[config.mk]
export PLATFORM = sky130hd
export DESIGN_NAME = flag_unit
export DESIGN_NICKNAME = d
export VERILOG_FILES = /design/src/rtl/flag_unit.sv
export SDC_FILE = /design/constraint.sdc
export NUM_CORES = 1
export LEC_CHECK = 0
export CAP_MARGIN = 5
export CORE_AREA = 2 2 39 41
export CTS_BUF_LIST = sky130_fd_sc_hd__clkbuf_16
export CTS_CLUSTER_SIZE = 12
export DETAILED_ROUTE_END_ITERATION = 6
export DIE_AREA = 0 0 41 43
export GPL_TIMING_DRIVEN = 0
export PLACE_DENSITY = 0.81
export SETUP_SLACK_MARGIN = 0.1
export SLEW_MARGIN = 20
export SYNTH_ARGS = -nofsm -noshare
export SYNTH_HDL_FRONTEND = slang
export SYNTH_SLANG_ARGS = --single-unit
[constraint.sdc]
create_clock -name clk -period 3.82 [get_ports clk]
set_input_delay 0.573 -clock clk [delete_from_list [all_inputs] [get_ports clk]]
set_output_delay 0.573 -clock clk [all_outputs]
set_load 0.02 [all_outputs]
[src/rtl/flag_unit.sv]
// NZCV flag register and branch-resolution unit for the EX stage.
// Optional FLAG_BYPASS_EN: forward in-flight ALU flags to B.cond instead of stalling.
module flag_unit #(
  parameter logic [3:0] RESET_FLAGS = 4'b0000
) (
  input  logic       clk,
  input  logic       reset,
  input  logic       alu_negative,
  input  logic       alu_zero,
  input  logic       alu_carry,
  input  logic       alu_overflow,
  input  logic       ex_valid,
  input  logic       set_flags,
  input  logic       stall,
  input  logic       flush,
  input  logic       br_valid,
  input  logic [1:0] br_type,
  input  logic [3:0] br_cond,
  input  logic       cbz_zero,
  output logic [3:0] flags_q,
  output logic       br_resolved,
  output logic       br_taken,
  output logic       flag_hazard
);

  typedef enum logic [1:0] {
    BR_COND   = 2'b00,
    BR_CBZ    = 2'b01,
    BR_UNCOND = 2'b10,
    BR_RSVD   = 2'b11
  } br_type_e;

  typedef enum logic [3:0] {
    CC_EQ = 4'b0000, CC_NE = 4'b0001, CC_HS = 4'b0010, CC_LO = 4'b0011,
    CC_MI = 4'b0100, CC_PL = 4'b0101, CC_VS = 4'b0110, CC_VC = 4'b0111,
    CC_HI = 4'b1000, CC_LS = 4'b1001, CC_GE = 4'b1010, CC_LT = 4'b1011,
    CC_GT = 4'b1100, CC_LE = 4'b1101, CC_AL = 4'b1110, CC_NV = 4'b1111
  } cond_e;

  logic [3:0] alu_flags;
  logic [3:0] eff;
  logic       wr_pending;
  logic       upd;
  logic       cond_pass;
  logic       decision;
  logic       accept;
  logic       n, z, c, v;

  assign alu_flags  = {alu_negative, alu_zero, alu_carry, alu_overflow};
  // Flag writer in EX regardless of stall; stall only blocks the register write.
  assign wr_pending = ex_valid & set_flags & ~flush;
  assign upd        = wr_pending & ~stall;

`ifdef FLAG_BYPASS_EN
  assign eff         = wr_pending ? alu_flags : flags_q;
  assign flag_hazard = 1'b0;
`else
  assign eff         = flags_q;
  assign flag_hazard = br_valid & (br_type_e'(br_type) == BR_COND) & wr_pending;
`endif

  assign {n, z, c, v} = eff;

  always_comb begin
    cond_pass = 1'b0;
    case (cond_e'(br_cond))
      CC_EQ:   cond_pass = z;
      CC_NE:   cond_pass = ~z;
      CC_HS:   cond_pass = c;
      CC_LO:   cond_pass = ~c;
      CC_MI:   cond_pass = n;
      CC_PL:   cond_pass = ~n;
      CC_VS:   cond_pass = v;
      CC_VC:   cond_pass = ~v;
      CC_HI:   cond_pass = c & ~z;
      CC_LS:   cond_pass = ~c | z;
      CC_GE:   cond_pass = (n == v);
      CC_LT:   cond_pass = (n != v);
      CC_GT:   cond_pass = ~z & (n == v);
      CC_LE:   cond_pass = z | (n != v);
      CC_AL:   cond_pass = 1'b1;
      CC_NV:   cond_pass = 1'b1;
      default: cond_pass = 1'b1;
    endcase
  end

  always_comb begin
    decision = 1'b0;
    case (br_type_e'(br_type))
      BR_COND:   decision = cond_pass;
      BR_CBZ:    decision = cbz_zero;
      BR_UNCOND: decision = 1'b1;
      BR_RSVD:   decision = 1'b0;
      default:   decision = 1'b0;
    endcase
  end

  assign accept = br_valid & ~stall & ~flush & ~flag_hazard;

  always_ff @(posedge clk) begin
    if (reset) begin
      flags_q     <= RESET_FLAGS;
      br_resolved <= 1'b0;
      br_taken    <= 1'b0;
    end else begin
      if (upd)
        flags_q <= alu_flags;
      br_resolved <= accept;
      br_taken    <= accept & decision;
    end
  end

endmodule

* Yosys cells after proc, flatten, opt, wreduce, memory -nomap -nowiden
Index checks and enable logic that the tools add are counted.
** Storage, ports and cells
- Flip-flop bits (word level) :: 6
- Input bits :: 18
- Output and inout bits :: 7
- Word-level logic and storage cells :: 48
** Operators by class
- Equal/unequal tests :: 20
- Muxes and demuxes :: 2
- Bitwise operators :: 20
- Reductions and logical operators :: 3
** Operator list (number)
- == test 4 bit, second input constant :: 8
- == test 4 x 3 -> 1 bit, second input constant :: 4
- case mux 1 bit (15 select lines) :: 1
- bitwise AND 1 bit :: 11
- == test 4 x 2 -> 1 bit, second input constant :: 2
- NOT 1 bit :: 7
- == test 2 bit, second input constant :: 2
- == test 4 x 1 -> 1 bit, second input constant :: 1
- zero test 4 bit :: 1
- case mux 1 bit (4 select lines) :: 1
- == test 2 x 1 -> 1 bit, second input constant :: 1
- zero test 2 bit :: 1
- bitwise OR 1 bit :: 2
- OR reduction 2 bit :: 1
- == test 1 bit :: 1
- != test 1 bit :: 1

* Depth between registers and ports, before layout
Gate-level depths: netlist (run 1).
- Depth after elaboration :: 6
- Gate-level depth with buffers :: 6
- Mapped depth without buffers :: 5

* Worst setup path after synthesis (run 1)
No wires, ideal clock.
- Path type :: input-to-output
- Start :: in flush
- End :: out flag_hazard
- Arrival :: 1.393 ns
- Required time :: 3.247 ns
- Slack :: 1.854 ns
- Stages on the path :: 2
- Buffers on the path :: 0
- Cell sequence :: nand2b_1 > nor4_1
** Between the ends
- Cells in the longest elaborated chain, start to end :: 3
** RTL lines
- start, declared :: RTL line 15 : input logic flush,
- NOT 1 bit :: RTL line 51 : assign wr_pending = ex_valid & set_flags & ~flush;
- bitwise AND 1 bit :: RTL line 51
- bitwise AND 1 bit :: RTL line 59 : assign flag_hazard = br_valid & (br_type_e'(br_type) == BR_COND) & wr_pending;
- end, declared :: RTL line 23 : output logic flag_hazard
No other way between the ends.

* Worst setup path in the final report (run 1)
Same ends and word-level chain as after synthesis.

==> results of run 1 <==
-- state kept, by name (all words and copies together) (netlist names) --
signal	cells
br_resolved	1
br_taken	1
flags_q	4
-- cells by family after synthesis --
| group | synth area share, % |
|---|---|
| compound gates | 12.0 |
| xor+xnor | 5.62 |
| buf+inv | 7.49 |
| flops | 25.7 |
| mux | 11.0 |
| simple gates | 38.2 |
-- final cells by class --
type | count | area [µm²]
buffer | 5 | 31.3
clock buffer | 3 | 75.1
fill | 126 | 621
inverter | 1 | 3.75
multi-input combinational | 46 | 313
sequential | 6 | 120
tap | 16 | 20.0
timing repair buffer | 20 | 200
-- path summary, 6_finish.rpt --
kind | cells past startpoint | slack (ps) | end
hold / removal | 2 | 560 | flags_q[1]$_SDFFE_PP0P_
hold reg to reg | 2 | 560 | flags_q[1]$_SDFFE_PP0P_
setup / recovery | 4 | 1150 | flag_hazard
setup reg to reg | 6 | 2290 | br_taken$_SDFF_PP0_
-- placed cells by master (no fill, tap or decap), types with 2 or more instances in the layout --
cell type and count:
nand2_1 3, xor2_1 2, dfxtp_1 6, buf_2 4
nand2b_1 4, nand3b_1 2, clkdlybuf4s50_1 20, nor2_1 7
nor3_1 2, nor4_1 2, mux2i_1 4, a22oi_1 3
and3b_1 2, clkbuf_16 3, nor4b_1 2
-- worst min-delay path, stage by stage (launching register included) --
cell	delay (ps)
dfxtp_1	340
mux2i_1	130
nor2_1	50
-- stage by stage --
stage                     total power [mW]  hold WS (ps)  cell area (µm²)  std cells
final                                0.287           563              763         97
after global routing                 0.297           586              763         97
after CTS                            0.291           568              763         97
after detailed placement             0.112           563              688         94
after global placement               0.111           546              688         94
after floorplan                     0.0908           608              468         58
-- power groups by stage --
| stage | Sequential (mW) | Combinational [mW] | Clock, mW |
|---|---|---|---|
| after global placement | 0.0665 | 0.0445 | 0 |
| after floorplan | 0.0681 | 0.0226 | 0 |
| after global routing | 0.0658 | 0.0498 | 0.182 |
| after CTS | 0.0656 | 0.0459 | 0.179 |
| after detailed placement | 0.0666 | 0.0457 | 0 |
| final | 0.0656 | 0.0458 | 0.175 |
-- per-layer routing --
metal / vias to the layer above / part of all wire [%] / track usage [%]
li1: 257 / - / -
met1: 229 / 44 / 20.3
met2: 17 / 50 / 23.1
met3: 4 / 4.3 / 5.24
met4: 0 / 2.0 / 10.0
met5: - / 0 / 0
==> results.py, run 1 <==
metrics = {
    "final_layout": {
        "drive_gt1_share_pct": 11.1,
        "nNetsFinal": 101,
        "syn_to_final_growth_pct": 63.1,
        "fin_util_pct": 55.2,
        "n_antenna_cell": 0,
    },
    "clocking": {
        "cts_root_buf": "clkbuf_16",
        "cts.repair.resized": 0,
        "cts_buffers": 3,
        "postCtsSetupBuffers": 0,
        "hold_buffers": 0,
        "cts_tree": "done",
        "h-tree-depth": 1,
        "clkLatencyLatePin_ps": 230,
        "clockBufferDepth": 2,
        "clkTransAtPathRegs_ps": 40,
        "clock_sinks": 6,
    },
    "power": {
        "p_sw_share_pct": 21.1,
        "p_sw_mw": 0.0605,
        "p_leak_nw": 0.292,
        "seq_power_share_pct": 22.9,
        "clockPowerShare_pct": 61.1,
        "vdd_ir_drop_max_uv": 233,
        "power_density_mw_per_mm2": 376,
        "comb_power_share_pct": 16.0,
        "internal-power_mw": 0.226,
    },
    "worst_setup_path": {
        "critPathRequiredTime_ps": 3250,
        "r2r_start": "flags_q[0]$_SDFFE_PP0P_",
        "path_class": "input pin to primary output",
        "cp-start-kind": "input pin",
        "crit_fanout": 3,
        "cpMostUsedCell": "clkdlybuf4s50_1",
        "slowest_delay_ps": 680,
        "crit_arrival_ps": 2100,
        "cp_top_family": "buffers and inverters",
        "cp-startpoint": "flush",
        "critPathCaptureType": "primary output",
        "crit_chain": "clkdlybuf4s50_1 -> nand2b_1 -> nor4_1 -> clkdlybuf4s50_1",
        "cp_num_buf_inv": 2,
        "cpMaxStageDelayCell": "clkdlybuf4s50_1",
    },
    "hold_path": {
        "hold_path_startpoint": "flags_q[1]$_SDFFE_PP0P_",
        "hp-class": "flip-flop to flip-flop",
    },
    "drt": {
        "remaining_drc_errors": 0,
        "vias": 507,
        "wl_um": 1180,
        "vias_per_cell": 5.23,
        "first_pass_iters": 4,
        "drtIter0Drc": 13,
        "drt-wirelength-per-cell_um": 12.2,
        "postRouteAntennaNets": 0,
    },
    "floorplanning": {
        "die_y_um": 43,
        "pin_count": 25,
        "die_x_um": 41,
        "start_util_pct": 33.8,
        "core-area_mm2": 0.00138,
        "rows": 14,
        "die-area_mm2": 0.00176,
    },
    "yosys": {
        "async_flop_share_pct": 0,
        "synth_seq_cells": 6,
        "synth_area_um2": 468,
        "synth_ff_type": "dfxtp_1",
        "synth_cell_types": 28,
        "ys_seq_area_share_pct": 25.7,
        "synth_top_area_share_pct": 25.7,
        "yosysWarningCount": 0,
        "synth_top_cells_by_area": "dfxtp_1 26%, mux2i_1 8.6%, nor2_1 5.6%",
        "yosysTopAreaCell": "dfxtp_1",
        "syn_avg_cell_area_um2": 8.07,
        "syn_nets": 76,
        "synthTopCellsByCount": "7 x nor2_1, 6 x dfxtp_1, 4 x buf_2, 4 x mux2i_1, 4 x nand2b_1",
        "synth-edff-count": 0,
        "synth_most_common_cell": "nor2_1",
        "synthCells": 58,
    },
    "place": {
        "io_buffers": 20,
        "dpl.hpwl_um": 896,
        "gp_congestion": 0.728,
        "post-place-ws_ps": 1150,
    },
    "grt": {
        "grt_pass1_wl_um": 1940,
        "antenna_found_initial": 0,
        "grt_max_degree": 11,
        "grt_pass1_vias": 452,
        "grt_remaining_overflow": 0,
        "grt_use_total_pct": 16.3,
    },
    "flow_run": {
        "maxCapViolCount": 0,
    },
    "timing": {
        "min_period_ps": 2670,
        "hold_violations": 0,
        "rsz0062_at_grt": "no",
        "max_slew_margin_pct": 55.3,
        "setup_viol": 0,
        "maxSlewViolCount": 0,
        "tightest_slew_ps": 665,
        "skew_ps": 0.833,
        "fmax_mhz": 374,
        "finalCritPeriodShare_pct": 69.9,
        "tns_ps": 0,
        "worst_slack_ps": 1150,
    },
    "run_status": {
        "status": "completed",
    },
}
No activity file was read; power rests on OpenSTA's default activity.
==> inputs of run 2 (changes only) <==
--- a/config.mk
+++ b/config.mk
@@ -6,13 +6,13 @@
 export NUM_CORES = 1
 export LEC_CHECK = 0
 export CAP_MARGIN = 5
-export CORE_AREA = 2 2 39 41
+export CORE_MARGIN = 2
+export CORE_UTILIZATION = 33
 export CTS_BUF_LIST = sky130_fd_sc_hd__clkbuf_16
 export CTS_CLUSTER_SIZE = 12
 export DETAILED_ROUTE_END_ITERATION = 6
-export DIE_AREA = 0 0 41 43
 export GPL_TIMING_DRIVEN = 0
-export PLACE_DENSITY = 0.81
+export PLACE_DENSITY = 0.8
 export SETUP_SLACK_MARGIN = 0.1
 export SLEW_MARGIN = 20
 export SYNTH_ARGS = -nofsm -noshare
==> constraint.sdc (replaced) <==
create_clock -name clk -period 2.2 [get_ports clk]
set_input_delay 0.33 -clock clk [delete_from_list [all_inputs] [get_ports clk]]
set_output_delay 0.33 -clock clk [all_outputs]
set_load 0.02 [all_outputs]
==> run 2 against run 1 <==
Net effect: core utilization is 2.6 points higher; sequential power up 74%; clock power rose by 70%; highest routed layer unchanged; critical path depth unchanged; hold slack improved by 2.8 ps; routed wire length fell by 3.4%.
==> results.py, run 2 (synthesis gave the netlist of run 1 again) <==
metrics = {
    "run_status": {
        "status": "completed",
    },
    "floorplanning": {
        "die-area_mm2": 0.00174,
        "die_x_um": 41.7,
        "rows": 13,
        "core-area_mm2": 0.00132,
        "die_y_um": 41.7,
        "pin_count": 25,
        "start_util_pct": 35.5,
    },
    "drt": {
        "remaining_drc_errors": 0,
        "vias_per_cell": 5.32,
        "top_layer": "met4",
        "wl_um": 1140,
        "postRouteAntennaNets": 0,
        "drt-wirelength-per-cell_um": 11.9,
        "first_pass_iters": 4,
        "wl_met3_um": 91,
        "vias": 511,
        "drtIter0Drc": 7,
        "wl_met2_um": 546,
        "met1Wirelength_um": 498,
    },
    "hold_path": {
        "hp-class": "flip-flop to flip-flop",
    },
    "timing": {
        "max_slew_margin_pct": 54.6,
        "tightest_slew_ps": 675,
        "hold_ws_ps": 566,
        "maxSlewViolCount": 0,
        "skew_ps": 4.81,
        "hold_violations": 0,
        "rsz0062_at_grt": "no",
        "worst_slack_ps": 345,
        "setup_viol": 0,
        "finalCritPeriodShare_pct": 84.3,
        "fmax_mhz": 539,
        "tns_ps": 0,
        "min_period_ps": 1860,
    },
    "final_layout": {
        "syn_to_final_growth_pct": 62.6,
        "top_regs": "flags_q (4), br_resolved (1), br_taken (1)",
        "top_register": "flags_q",
        "n_antenna_cell": 0,
        "largest_reg_flops": 4,
        "fillers": 118,
        "drive_gt1_share_pct": 11.1,
        "nNetsFinal": 101,
        "fin_util_pct": 57.7,
        "layout_commonest_cell": "clkdlybuf4s50_1",
        "mostFrequentLayoutCells": "19 x clkdlybuf4s50_1, 7 x nor2_1, 6 x dfxtp_1",
    },
    "grt": {
        "grt_remaining_overflow": 0,
        "grt_pass1_vias": 469,
        "antenna_found_initial": 0,
        "grt_pass1_wl_um": 1950,
        "grt_max_degree": 11,
        "grt_use_total_pct": 14.4,
    },
    "worst_setup_path": {
        "cp_top_family": "buffers and inverters",
        "cp-start-kind": "input pin",
        "critPathRequiredTime_ps": 1870,
        "cpMaxStageDelayCell": "clkdlybuf4s50_1",
        "crit_fanout": 3,
        "slowest_delay_ps": 440,
        "path_class": "input pin to primary output",
        "critPathCaptureType": "primary output",
        "crit_arrival_ps": 1530,
        "cp_num_buf_inv": 2,
        "crit_chain": "clkdlybuf4s50_1 -> nand2b_1 -> nor4_1 -> dlygate4sd2_1",
    },
    "power": {
        "p_total_mw": 0.491,
        "p_leak_nw": 0.297,
        "vdd_ir_drop_max_uv": 444,
        "power_density_mw_per_mm2": 646,
    },
    "place": {
        "gp_congestion": 0.778,
        "post-place-ws_ps": 24.9,
        "dpl.hpwl_um": 838,
        "io_buffers": 20,
    },
    "clocking": {
        "clkLatencyLatePin_ps": 230,
        "clockBufferDepth": 2,
        "postCtsSetupBuffers": 0,
        "clock_sinks": 6,
        "cts_root_buf": "clkbuf_16",
        "clkTransAtPathRegs_ps": 30,
        "cts_buffers": 3,
        "h-tree-depth": 1,
        "cts_tree": "done",
    },
    "flow_run": {
        "maxCapViolCount": 0,
    },
}
-- run 2: area by class of cell --
class | count | area, µm² | share of cell area [%]
multi-input cells | 46 | 313 | 41.1
clock buffers | 3 | 75.1 | 9.87
repair buffers | 20 | 199 | 26.2
plain buffers | 5 | 31.3 | 4.11
flip-flops and latches | 6 | 120 | 15.8
well taps | 15 | 18.8 | 2.47
inverters | 1 | 3.75 | 0.493
-- run 2: routing by layer --
| metal | global-route usage [%] | vias up |
|---|---|---|
| li1 | - | 257 |
| met1 | 16.6 | 234 |
| met2 | 24.1 | 18 |
| met3 | 6.09 | 2 |
| met4 | 3.87 | 0 |
| met5 | 0 | - |
-- run 2: worst reg2reg max path, cell delays in order, from the launching register on --
cell and delay, ps:
dfxtp_1 300, buf_2 160, xor2_1 160, o221ai_1 200, a31oi_1 110, nor4b_1 340, and3b_1 220
-- run 2: final timing paths --
check,startpoint,to,slack [ps],cells after the start
hold reg to reg,flags_q[2]$_SDFFE_PP0P_,flags_q[2]$_SDFFE_PP0P_,570,2
hold / removal,flags_q[2]$_SDFFE_PP0P_,flags_q[2]$_SDFFE_PP0P_,570,2
setup / recovery,flush,flag_hazard,340,4
setup reg to reg,flags_q[0]$_SDFFE_PP0P_,br_taken$_SDFF_PP0_,610,6
-- run 2: what timing repair did --
item,CTS,global route
hold buffers,0,0
endpoints found under the setup margin,1,0
endpoints found under the hold margin,0,0
resized for setup,1,0
-- run 2: per-stage QoR --
step	instances	cell area, µm²
floorplan	58	468
global placement	93	687
detailed placement	93	687
CTS	96	761
global route	96	761
finish	96	761
-- run 2: where the power goes --
group	internal [mW]	switching [mW]	total [mW]
Clock	0.234	0.0641	0.298
Sequential	0.112	0.00224	0.114
Combinational	0.0467	0.0329	0.0796
==> RTL edit (config.mk and constraints of run 2) <==
Add a define of `FLAG_BYPASS_EN`.
--- a/src/rtl/flag_unit.sv
+++ b/src/rtl/flag_unit.sv
@@ -1,5 +1,7 @@
 // NZCV flag register and branch-resolution unit for the EX stage.
 // Optional FLAG_BYPASS_EN: forward in-flight ALU flags to B.cond instead of stalling.
+`define FLAG_BYPASS_EN
+
 module flag_unit #(
   parameter logic [3:0] RESET_FLAGS = 4'b0000
 ) (
Formal check against the unedited RTL: not equivalent (a bounded check fails within 4 cycles, from zero or initial values and one cycle with reset high).
==> RTL edit against run 2 <==
  * Design area rose by 12%
  * Power rose by 2.5%
  * Critical path depth rose by 3
  * Setup slack got worse by 0.078 ns
  * Hold slack got worse by 0.019 ns
  * Wire length rose by 43%
  * Combinational power rose by 24%
  * Highest routed layer is now met3
  * Sequential cell count did not move
  * Area after synthesis rose by 12%
==> RTL edit: results (changes against run 2) <==
GRT Total Usage=0.1740 (+0.03040); P_leak=0.3430 nW (+16%); Detail Route met3 WL=84 um (-7.7%); synth cell count leaders=7 x o21ai_0, 6 x a21oi_1, 6 x dfxtp_1; worst vdd ir=0.0005336 V (+20%); met2 usage=0.3235 (+0.08290); Routed WL=1641 um (+43%); vias=644 (+26%); nets=112 (+11%); post-synthesis xor/xnor area fraction=0.03341 (-0.02274); cts repair resizes=0 (-1); compound-gate portion of the synthesized area=0.2983 (+0.1780); dpl hpwl=1226 um (+46%); GR Util met3=0.008333 (-0.05254); first-pass GRT wire length=2525 um (+29%); status=completed; number of distinct library cells after synthesis=35 (+25%); sequential share of the synthesized area=0.2291 (-0.02757); mux share of post-synthesis cell area=0.05728 (-0.05235); global placer's final weighted congestion=0.7733 (-0.59%); critical path arrival=2.02 ns (+0.49 ns); Max Clock Skew=0.001091 ns (-0.003721 ns); worst-path maximum fanout=10 (+7); share of cells above drive strength 1=0.1087 (-0.002415); met1 GRT Util=0.2035 (+0.03729); number of port buffers=23 (+15%)
[RTL edit: cell types whose count changed after synthesis, moves of 3 or more]
cell | run 2 | this run
nor2_1 | 7 | 2
a22oi_1 | 3 | 0
nand2b_1 | 4 | 0
a21oi_1 | 1 | 6
o21ai_0 | 1 | 7
buf_2 | 4 | 1
[RTL edit: path summary, 6_finish.rpt]
path / to / slack [ns] / startpoint / cells past startpoint
worst max-delay path: br_taken$_SDFF_PP0_ / 0.27 / flush / 7
worst min-delay path: flags_q[0]$_SDFFE_PP0P_ / 0.55 / flags_q[0]$_SDFFE_PP0P_ / 2
worst max register to register: br_taken$_SDFF_PP0_ / 0.68 / flags_q[0]$_SDFFE_PP0P_ / 5
worst min register to register: flags_q[0]$_SDFFE_PP0P_ / 0.55 / flags_q[0]$_SDFFE_PP0P_ / 2
[RTL edit: final cells by class]
type / instances / area (um^2)
clock buffers: 3 / 75.07
repair buffers: 23 / 230.2
inverters: 3 / 11.26
well taps: 16 / 20.02
multi-input cells: 55 / 380.4
plain buffers: 2 / 12.51
flip-flops and latches: 6 / 120.1
fillers: 139 / 639.4
[RTL edit: metrics by stage]
step | setup WS, ns | instance area, um^2 | instances
2_1_floorplan | 0.7564 | 524.3 | 66
3_3_place_gp | 0.08336 | 774.5 | 105
3_5_place_dp | 0.05495 | 774.5 | 105
5_1_grt | 0.1341 | 849.6 | 108
4_1_cts | 0.2572 | 849.6 | 108
6_report | 0.2666 | 849.6 | 108
[RTL edit: worst max-delay path: stages]
cell and delay (ns):
clkdlybuf4s50_1 0.53, nand3b_4 0.20, buf_2 0.22, nor4b_1 0.26, o32ai_1 0.14, nor4_1 0.21
a31oi_1 0.14
[RTL edit: where the power goes]
group	internal (W)	switching (W)
Combinational	0.0000523	0.0000461
Clock	0.000233	0.0000581
Sequential	0.000112	0.00000222
